## config.mk

```make
export PLATFORM = sky130hd
export DESIGN_NAME = expr_eval_sched_flat
export DESIGN_NICKNAME = d
export VERILOG_FILES = /design/src/rtl/expr_eval_sched_if.sv /design/src/rtl/expr_eval_sched.sv /design/src/flat_wrapper.sv
export SDC_FILE = /design/constraint.sdc
export NUM_CORES = 1
export LEC_CHECK = 0
export BUFFER_PORTS_ARGS = -buffer_cell sky130_fd_sc_hd__buf_2
export CELL_PAD_IN_SITES_DETAIL_PLACEMENT = 1
export CELL_PAD_IN_SITES_GLOBAL_PLACEMENT = 1
export CORE_MARGIN = 2
export CORE_UTILIZATION = 36
export CTS_BUF_LIST = sky130_fd_sc_hd__clkbuf_4 sky130_fd_sc_hd__clkbuf_8
export DETAILED_ROUTE_END_ITERATION = 10
export PLACE_DENSITY_LB_ADDON = 0.12
export SYNTH_ARGS = -nofsm -noshare
export SYNTH_HDL_FRONTEND = slang
export SYNTH_SLANG_ARGS = --single-unit
```

## constraint.sdc

```tcl
create_clock -name clk -period 1.8 [get_ports clk]
set_input_delay 0.36 -clock clk [delete_from_list [all_inputs] [get_ports clk]]
set_output_delay 0.36 -clock clk [all_outputs]
set_load 0.02 [all_outputs]
```

## src/rtl/expr_eval_sched_if.sv

```systemverilog
// Token stream handshake between the infix token front end and the
// operator-precedence scheduler.
interface expr_eval_sched_if;
    logic       tok_valid;
    logic       tok_ready;
    logic [1:0] tok_kind;
    logic [1:0] tok_op;
    logic       tok_last;

    modport master (output tok_valid, tok_kind, tok_op, tok_last, input tok_ready);
    modport slave  (input tok_valid, tok_kind, tok_op, tok_last, output tok_ready);
endinterface

```

## src/rtl/expr_eval_sched.sv

```systemverilog
// Operator-precedence scheduler driving operand/operator stacks and the ALU.
// Optional macro EXPR_DIVZERO_CHK_EN: abort a reduction on ALU divide-by-zero.
module expr_eval_sched #(
    parameter int ALU_LAT = 1
) (
    input  logic                    clk,
    input  logic                    reset,
    expr_eval_sched_if.slave        tok,
    output logic                    opnd_push,
    output logic                    opnd_src,
    output logic                    opnd_pop,
    input  logic                    opnd_full,
    input  logic                    opnd_lt2,
    input  logic                    opnd_one,
    output logic                    op_push,
    output logic [2:0]              op_din,
    output logic                    op_pop,
    input  logic [2:0]              op_top,
    input  logic                    op_empty,
    input  logic                    op_full,
    output logic                    alu_ld_b,
    output logic                    alu_ld_a,
    output logic                    alu_go,
    output logic [1:0]              alu_op,
    input  logic                    alu_dz,
    output logic                    stk_clr,
    output logic                    busy,
    output logic                    done,
    output logic                    err,
    output logic [2:0]              err_code
);
    typedef enum logic [3:0] {
        S_IDLE, S_EVAL, S_RED_B, S_RED_A, S_RED_OP, S_RED_PUSH,
        S_PUSH_OP, S_POP_PAREN, S_FINISH, S_DONE, S_ERR
    } state_t;

    localparam logic [1:0] K_NUM = 2'b00;
    localparam logic [1:0] K_OP  = 2'b01;
    localparam logic [1:0] K_LP  = 2'b10;
    localparam logic [2:0] E_PAREN = 3'b001;
    localparam logic [2:0] E_CNT   = 3'b010;
    localparam logic [2:0] E_OVF   = 3'b011;
    localparam logic [2:0] E_DZ    = 3'b100;
    localparam logic [2:0] LAT_LAST = 3'(ALU_LAT - 1);

    state_t     state_q, state_d;
    logic [1:0] kind_q, kind_d;
    logic [1:0] op_q, op_d;
    logic       last_q, last_d;
    logic       fin_q, fin_d;
    logic [2:0] cnt_q, cnt_d;
    logic [2:0] err_code_q, err_code_d;
    logic       accept;
    logic       start_red;

`ifndef EXPR_DIVZERO_CHK_EN
    logic unused_alu_dz;
    assign unused_alu_dz = alu_dz;
`endif

    always_ff @(posedge clk or posedge reset) begin
        if (reset) begin
            state_q    <= S_IDLE;
            kind_q     <= 2'b00;
            op_q       <= 2'b00;
            last_q     <= 1'b0;
            fin_q      <= 1'b0;
            cnt_q      <= 3'd0;
            err_code_q <= 3'b000;
        end else begin
            state_q    <= state_d;
            kind_q     <= kind_d;
            op_q       <= op_d;
            last_q     <= last_d;
            fin_q      <= fin_d;
            cnt_q      <= cnt_d;
            err_code_q <= err_code_d;
        end
    end

    assign busy     = (state_q != S_IDLE);
    assign err_code = err_code_q;

    always_comb begin
        state_d       = state_q;
        kind_d        = kind_q;
        op_d          = op_q;
        last_d        = last_q;
        fin_d         = fin_q;
        cnt_d         = cnt_q;
        err_code_d    = err_code_q;
        tok.tok_ready = 1'b0;
        opnd_push     = 1'b0;
        opnd_src      = 1'b0;
        opnd_pop      = 1'b0;
        op_push       = 1'b0;
        op_din        = 3'b000;
        op_pop        = 1'b0;
        alu_ld_b      = 1'b0;
        alu_ld_a      = 1'b0;
        alu_go        = 1'b0;
        alu_op        = 2'b00;
        stk_clr       = 1'b0;
        done          = 1'b0;
        err           = 1'b0;
        start_red     = 1'b0;
        // Reset is folded in so strobes stay low while it is held.
        accept        = tok.tok_valid && !reset;

        unique case (state_q)
            S_IDLE: begin
                tok.tok_ready = 1'b1;
                if (accept) begin
                    if (tok.tok_kind == K_NUM) begin
                        if (opnd_full) begin
                            state_d    = S_ERR;
                            err_code_d = E_OVF;
                        end else begin
                            opnd_push = 1'b1;
                            if (tok.tok_last) state_d = S_FINISH;
                        end
                    end else begin
                        kind_d  = tok.tok_kind;
                        op_d    = tok.tok_op;
                        last_d  = tok.tok_last;
                        state_d = S_EVAL;
                    end
                end
            end
            S_EVAL: begin
                case (kind_q)
                    K_OP: begin
                        // Precedence is the high bit of the op code (* / over + -).
                        if (!op_empty && !op_top[2] && (op_top[1] >= op_q[1])) begin
                            start_red = 1'b1;
                        end else if (op_full) begin
                            state_d    = S_ERR;
                            err_code_d = E_OVF;
                        end else begin
                            state_d = S_PUSH_OP;
                        end
                    end
                    K_LP: begin
                        if (op_full) begin
                            state_d    = S_ERR;
                            err_code_d = E_OVF;
                        end else begin
                            state_d = S_PUSH_OP;
                        end
                    end
                    default: begin
                        if (op_empty) begin
                            state_d    = S_ERR;
                            err_code_d = E_PAREN;
                        end else if (op_top[2]) begin
                            state_d = S_POP_PAREN;
                        end else begin
                            start_red = 1'b1;
                        end
                    end
                endcase
            end
            S_RED_B: begin
                alu_op   = op_top[1:0];
                opnd_pop = 1'b1;
                alu_ld_b = 1'b1;
                state_d  = S_RED_A;
            end
            S_RED_A: begin
                alu_op   = op_top[1:0];
                opnd_pop = 1'b1;
                alu_ld_a = 1'b1;
                cnt_d    = 3'd0;
                state_d  = S_RED_OP;
            end
            S_RED_OP: begin
                alu_op = op_top[1:0];
                alu_go = (cnt_q == 3'd0);
                if (cnt_q == LAT_LAST) begin
`ifdef EXPR_DIVZERO_CHK_EN
                    if ((op_top[1:0] == 2'b11) && alu_dz) begin
                        state_d    = S_ERR;
                        err_code_d = E_DZ;
                    end else begin
                        state_d = S_RED_PUSH;
                    end
`else
                    state_d = S_RED_PUSH;
`endif
                end else begin
                    cnt_d = cnt_q + 3'd1;
                end
            end
            S_RED_PUSH: begin
                alu_op    = op_top[1:0];
                opnd_push = 1'b1;
                opnd_src  = 1'b1;
                op_pop    = 1'b1;
                state_d   = fin_q ? S_FINISH : S_EVAL;
            end
            S_PUSH_OP: begin
                op_push = 1'b1;
                op_din  = (kind_q == K_LP) ? 3'b100 : {1'b0, op_q};
                state_d = last_q ? S_FINISH : S_IDLE;
            end
            S_POP_PAREN: begin
                op_pop  = 1'b1;
                state_d = last_q ? S_FINISH : S_IDLE;
            end
            S_FINISH: begin
                if (op_empty) begin
                    if (opnd_one) begin
                        state_d = S_DONE;
                    end else begin
                        state_d    = S_ERR;
                        err_code_d = E_CNT;
                    end
                end else if (op_top[2]) begin
                    state_d    = S_ERR;
                    err_code_d = E_PAREN;
                end else begin
                    start_red = 1'b1;
                end
            end
            S_DONE: begin
                done    = 1'b1;
                stk_clr = 1'b1;
                state_d = S_IDLE;
            end
            S_ERR: begin
                err           = 1'b1;
                tok.tok_ready = 1'b1;
                if (accept && tok.tok_last) begin
                    stk_clr    = 1'b1;
                    err_code_d = 3'b000;
                    state_d    = S_IDLE;
                end
            end
            default: state_d = S_IDLE;
        endcase

        // Every reduction needs two operands; the return target is remembered in fin.
        if (start_red) begin
            fin_d = (state_q == S_FINISH);
            if (opnd_lt2) begin
                state_d    = S_ERR;
                err_code_d = E_CNT;
            end else begin
                state_d = S_RED_B;
            end
        end
    end
endmodule
```

## src/flat_wrapper.sv

```systemverilog
// flat-port wrapper written by rule: the top's interface ports become plain ports
module expr_eval_sched_flat 
#(
    parameter int ALU_LAT = 1
)
  (clk, reset, opnd_push, opnd_src, opnd_pop, opnd_full, opnd_lt2, opnd_one, op_push, op_din, op_pop, op_top, op_empty, op_full, alu_ld_b, alu_ld_a, alu_go, alu_op, alu_dz, stk_clr, busy, done, err, err_code, tok_tok_valid, tok_tok_kind, tok_tok_op, tok_tok_last, tok_tok_ready);
  expr_eval_sched_if tok_i ();
  input  logic clk;
  input  logic reset;
  output logic opnd_push;
  output logic opnd_src;
  output logic opnd_pop;
  input  logic opnd_full;
  input  logic opnd_lt2;
  input  logic opnd_one;
  output logic op_push;
  output logic [2:0] op_din;
  output logic op_pop;
  input  logic [2:0] op_top;
  input  logic op_empty;
  input  logic op_full;
  output logic alu_ld_b;
  output logic alu_ld_a;
  output logic alu_go;
  output logic [1:0] alu_op;
  input  logic alu_dz;
  output logic stk_clr;
  output logic busy;
  output logic done;
  output logic err;
  output logic [2:0] err_code;
  input wire logic [$bits(tok_i.tok_valid)-1:0] tok_tok_valid;
  input wire logic [$bits(tok_i.tok_kind)-1:0] tok_tok_kind;
  input wire logic [$bits(tok_i.tok_op)-1:0] tok_tok_op;
  input wire logic [$bits(tok_i.tok_last)-1:0] tok_tok_last;
  output wire logic [$bits(tok_i.tok_ready)-1:0] tok_tok_ready;
  assign tok_i.tok_valid = tok_tok_valid;
  assign tok_i.tok_kind = tok_tok_kind;
  assign tok_i.tok_op = tok_tok_op;
  assign tok_i.tok_last = tok_tok_last;
  assign tok_tok_ready = tok_i.tok_ready;
  expr_eval_sched #(.ALU_LAT(ALU_LAT)) u_core (.clk(clk), .reset(reset), .tok(tok_i), .opnd_push(opnd_push), .opnd_src(opnd_src), .opnd_pop(opnd_pop), .opnd_full(opnd_full), .opnd_lt2(opnd_lt2), .opnd_one(opnd_one), .op_push(op_push), .op_din(op_din), .op_pop(op_pop), .op_top(op_top), .op_empty(op_empty), .op_full(op_full), .alu_ld_b(alu_ld_b), .alu_ld_a(alu_ld_a), .alu_go(alu_go), .alu_op(alu_op), .alu_dz(alu_dz), .stk_clr(stk_clr), .busy(busy), .done(done), .err(err), .err_code(err_code));
endmodule
```

==> impl_metrics.tcl <==
set metrics [dict create \
    dieHeight_um 67.06 \
    path_clk_slew_ps 80 \
    overflow 0 \
    synth.avg_cell_area_um2 8.179 \
    whs_ps 163.0 \
    post_drt_via_cell_ratio 6.042 \
    finalClockSkew_ps 10.93 \
    cts-htree-levels 1 \
    r2r_cells 6 \
    outcome "complete, but fails checks" \
    timing.rr.start "u_core.state_q[3]$_DFFE_PP0P_" \
    finalCritPeriodShare 1.187 \
    grt_max_degree 17 \
    synth-seq-area-share 0.2797 \
    final_cell_mix "buf_4, buf_6, buf_2" \
    die_w_um 67.06 \
    r2r_slack_ps -340 \
    dieArea_mm2 0.004496 \
    reg2reg_to "u_core.state_q[3]$_DFFE_PP0P_" \
    endpoint_kind "flop" \
    hold_violations 0 \
    fin_cells 309 \
    nNetsFinal 283 \
    final_common_cell "buf_4" \
    cts.sinks 16 \
    rsz0062_at_grt "true" \
    antenna_found_initial 0 \
    period_needed_ps 2137 \
    hpwlAfterDp_um 4040 \
    dr.first_iter.drc_count 107 \
    wirelength_um 7783 \
    clockRootBuffer "clkbuf_8" \
    drt_drc_violations_left 0 \
    path_class "reg2reg" \
    synth_seq_cells 16 \
    cts_tree "yes" \
    ys_types 57 \
    clk_path_buf_depth 2 \
    fin_util 0.6885 \
    violations "setup timing" \
    gp_congestion 0.9385 \
    design.core.area_mm2 0.003744 \
    drv_slew 0 \
    start_util 0.3824 \
    worst_slack_ps -336.9 \
    fmax_ghz 0.4680 \
    worstMarginPinSlew_ps 525.2 \
    p_per_area_mw_per_mm2 1749 \
    setup_viol 23 \
    diodes 0 \
    syn_inst 175 \
    power.leakage_uw 0.001217 \
    synth_edf_count 0 \
    wire_per_inst_um 25.19 \
    syn-cell-area_mm2 0.001431 \
    yosysWarnings 0 \
    drive_gt1_frac 0.5824 \
    hp-class "in2async" \
    cap_violations 0 \
    irDropWorstVdd_mv 0.8990 \
    crit_fanout 3 \
    grt_pass1_vias 1890 \
    drtPass1Iterations 4 \
    crit_path_start_kind "flop" \
    io_pins 38 \
    dp_cells 276 \
    grt_pass1_wl_um 10050 \
    synthArstFlopShare 1.000 \
    cts_buffers 3 \
    port_buffers 36 \
    synth_ff_type "dfrtp_1" \
    cp_data_required_time_ps 1940 \
    arrival_ps 2280 \
    area_growth_pct 80.07 \
    rows 22 \
    synth_fp_nets 196 \
    num_vias 1867 \
    ant_nets 0 \
    relSlewSlack 0.6486 \
    clock_latency_ps 270 \
    track_usage 0.3058 \
]
critical path, stage by stage (launching register included):
cell and delay (ps):
dfrtp_1 440, buf_6 140, or4b_4 580, a2111oi_4 270
a211o_4 170, a211oi_4 50, a221o_1 350
report_power, final:
part	total (uW)	internal, uW	leakage (uW)	switching (uW)
Combinational	3500	1700	0.000982	1800
Sequential	650	487	0.000206	164
Clock	354	195	0.0000288	159
Total	4510	2390	0.00122	2120
cell usage after synthesis, drive strengths merged (2+ instances only):
master   count  share of area
and3         6          0.026
or4          2          0.013
nor4         4          0.017
nand3        3          0.010
dfrtp       16           0.28
a2111oi      2          0.025
ha           4          0.035
inv         13          0.034
a31oi        3          0.013
and2         6          0.026
a31o         2          0.012
buf          5          0.026
nor2        16          0.042
clkbuf       7          0.018
nand2       11          0.029
o21ai        7          0.024
nand2b       4          0.017
nor3         4          0.022
o32a         2          0.014
o21a         2          0.010
o22ai        3          0.013
a21oi       12          0.042
o2bb2ai      2          0.012
nor2b        9          0.039
a211o        2          0.013
or3          2         0.0087
mux2         4          0.031
cell type report:
cell class                      instances  area, um2
Inverter                               13      48.80
Clock buffer                            4      55.05
Timing Repair Buffer                   94      794.5
Fill cell                             407       1166
Multi-Input combinational cell        134       1219
Tap cell                               48      60.06
Sequential cell                        16      400.4
cell families (layout without fill, tap and decap cells):
kind of cell             after synthesis  in the layout  share of synthesized area
AND/OR/NAND/NOR                       75             75                     0.3077
buffers and inverters                 25            111                    0.07867
flip-flops                            16             16                     0.2797
adder cells (fa/ha/maj)                4              4                    0.03497
multiplexers                           5              5                    0.03846
XOR/XNOR                               1              1                   0.006120
AO/OA/AOI/OAI                         49             49                     0.2544
flip-flops by register name, summed over array words and instances (netlist names):
| register | flops |
|---|---|
| u_core.state_q | 4 |
| u_core.cnt_q | 3 |
| u_core.err_code | 3 |
| u_core.kind_q | 2 |
| u_core.op_q | 2 |
| u_core.fin_q | 1 |
| u_core.last_q | 1 |
worst max path at each step:
| stage | from | to | slack, ps | cells after the start |
|---|---|---|---|---|
| 3_3_place_gp | u_core.state_q[1]$_DFFE_PP0P_ | u_core.state_q[3]$_DFFE_PP0P_ | -80 | 5 |
| 4_1_cts | u_core.state_q[2]$_DFFE_PP0P_ | stk_clr | -170 | 6 |
| 3_5_place_dp | u_core.state_q[1]$_DFFE_PP0P_ | u_core.state_q[3]$_DFFE_PP0P_ | -90 | 5 |
| 5_1_grt | u_core.state_q[3]$_DFFE_PP0P_ | u_core.state_q[3]$_DFFE_PP0P_ | -340 | 6 |
| 2_1_floorplan | u_core.state_q[1]$_DFFE_PP0P_ | u_core.state_q[3]$_DFFE_PP0P_ | -160 | 7 |
| 6_report | u_core.state_q[3]$_DFFE_PP0P_ | u_core.state_q[3]$_DFFE_PP0P_ | -340 | 6 |
metrics by stage:
stage               TNS [ps]  total power (uW)  setup WS (ps)  area [um2]
floorplan             -503.0              2051         -158.3        1496
global placement      -147.8              2719         -82.53        1879
detailed placement    -399.2              2810         -93.35        1879
CTS                    -2254              3784         -170.3        2305
global route           -5345              4682         -342.3        2577
finish                 -4286              4509         -336.9        2577
per-layer routing:
layer / vias up / wire length, um / global-route usage
met3: 30 / 581 / 0.03041
li1: 804 / - / -
met5: - / 0 / 0
met1: 930 / 3056 / 0.3855
met4: 0 / 334 / 0.07653
met2: 103 / 3811 / 0.5507
repair_timing:
action                                 4_1_cts  5_1_grt
buffers inserted                            17       12
setup endpoints to repair                   25       31
cloned                                       1        0
endpoints found under the hold margin        0        0
hold buffers                                 0        0
pin swaps                                   13       17
gates resized for setup                     63       45
Note: power is estimated with default switching activity, not from simulation.
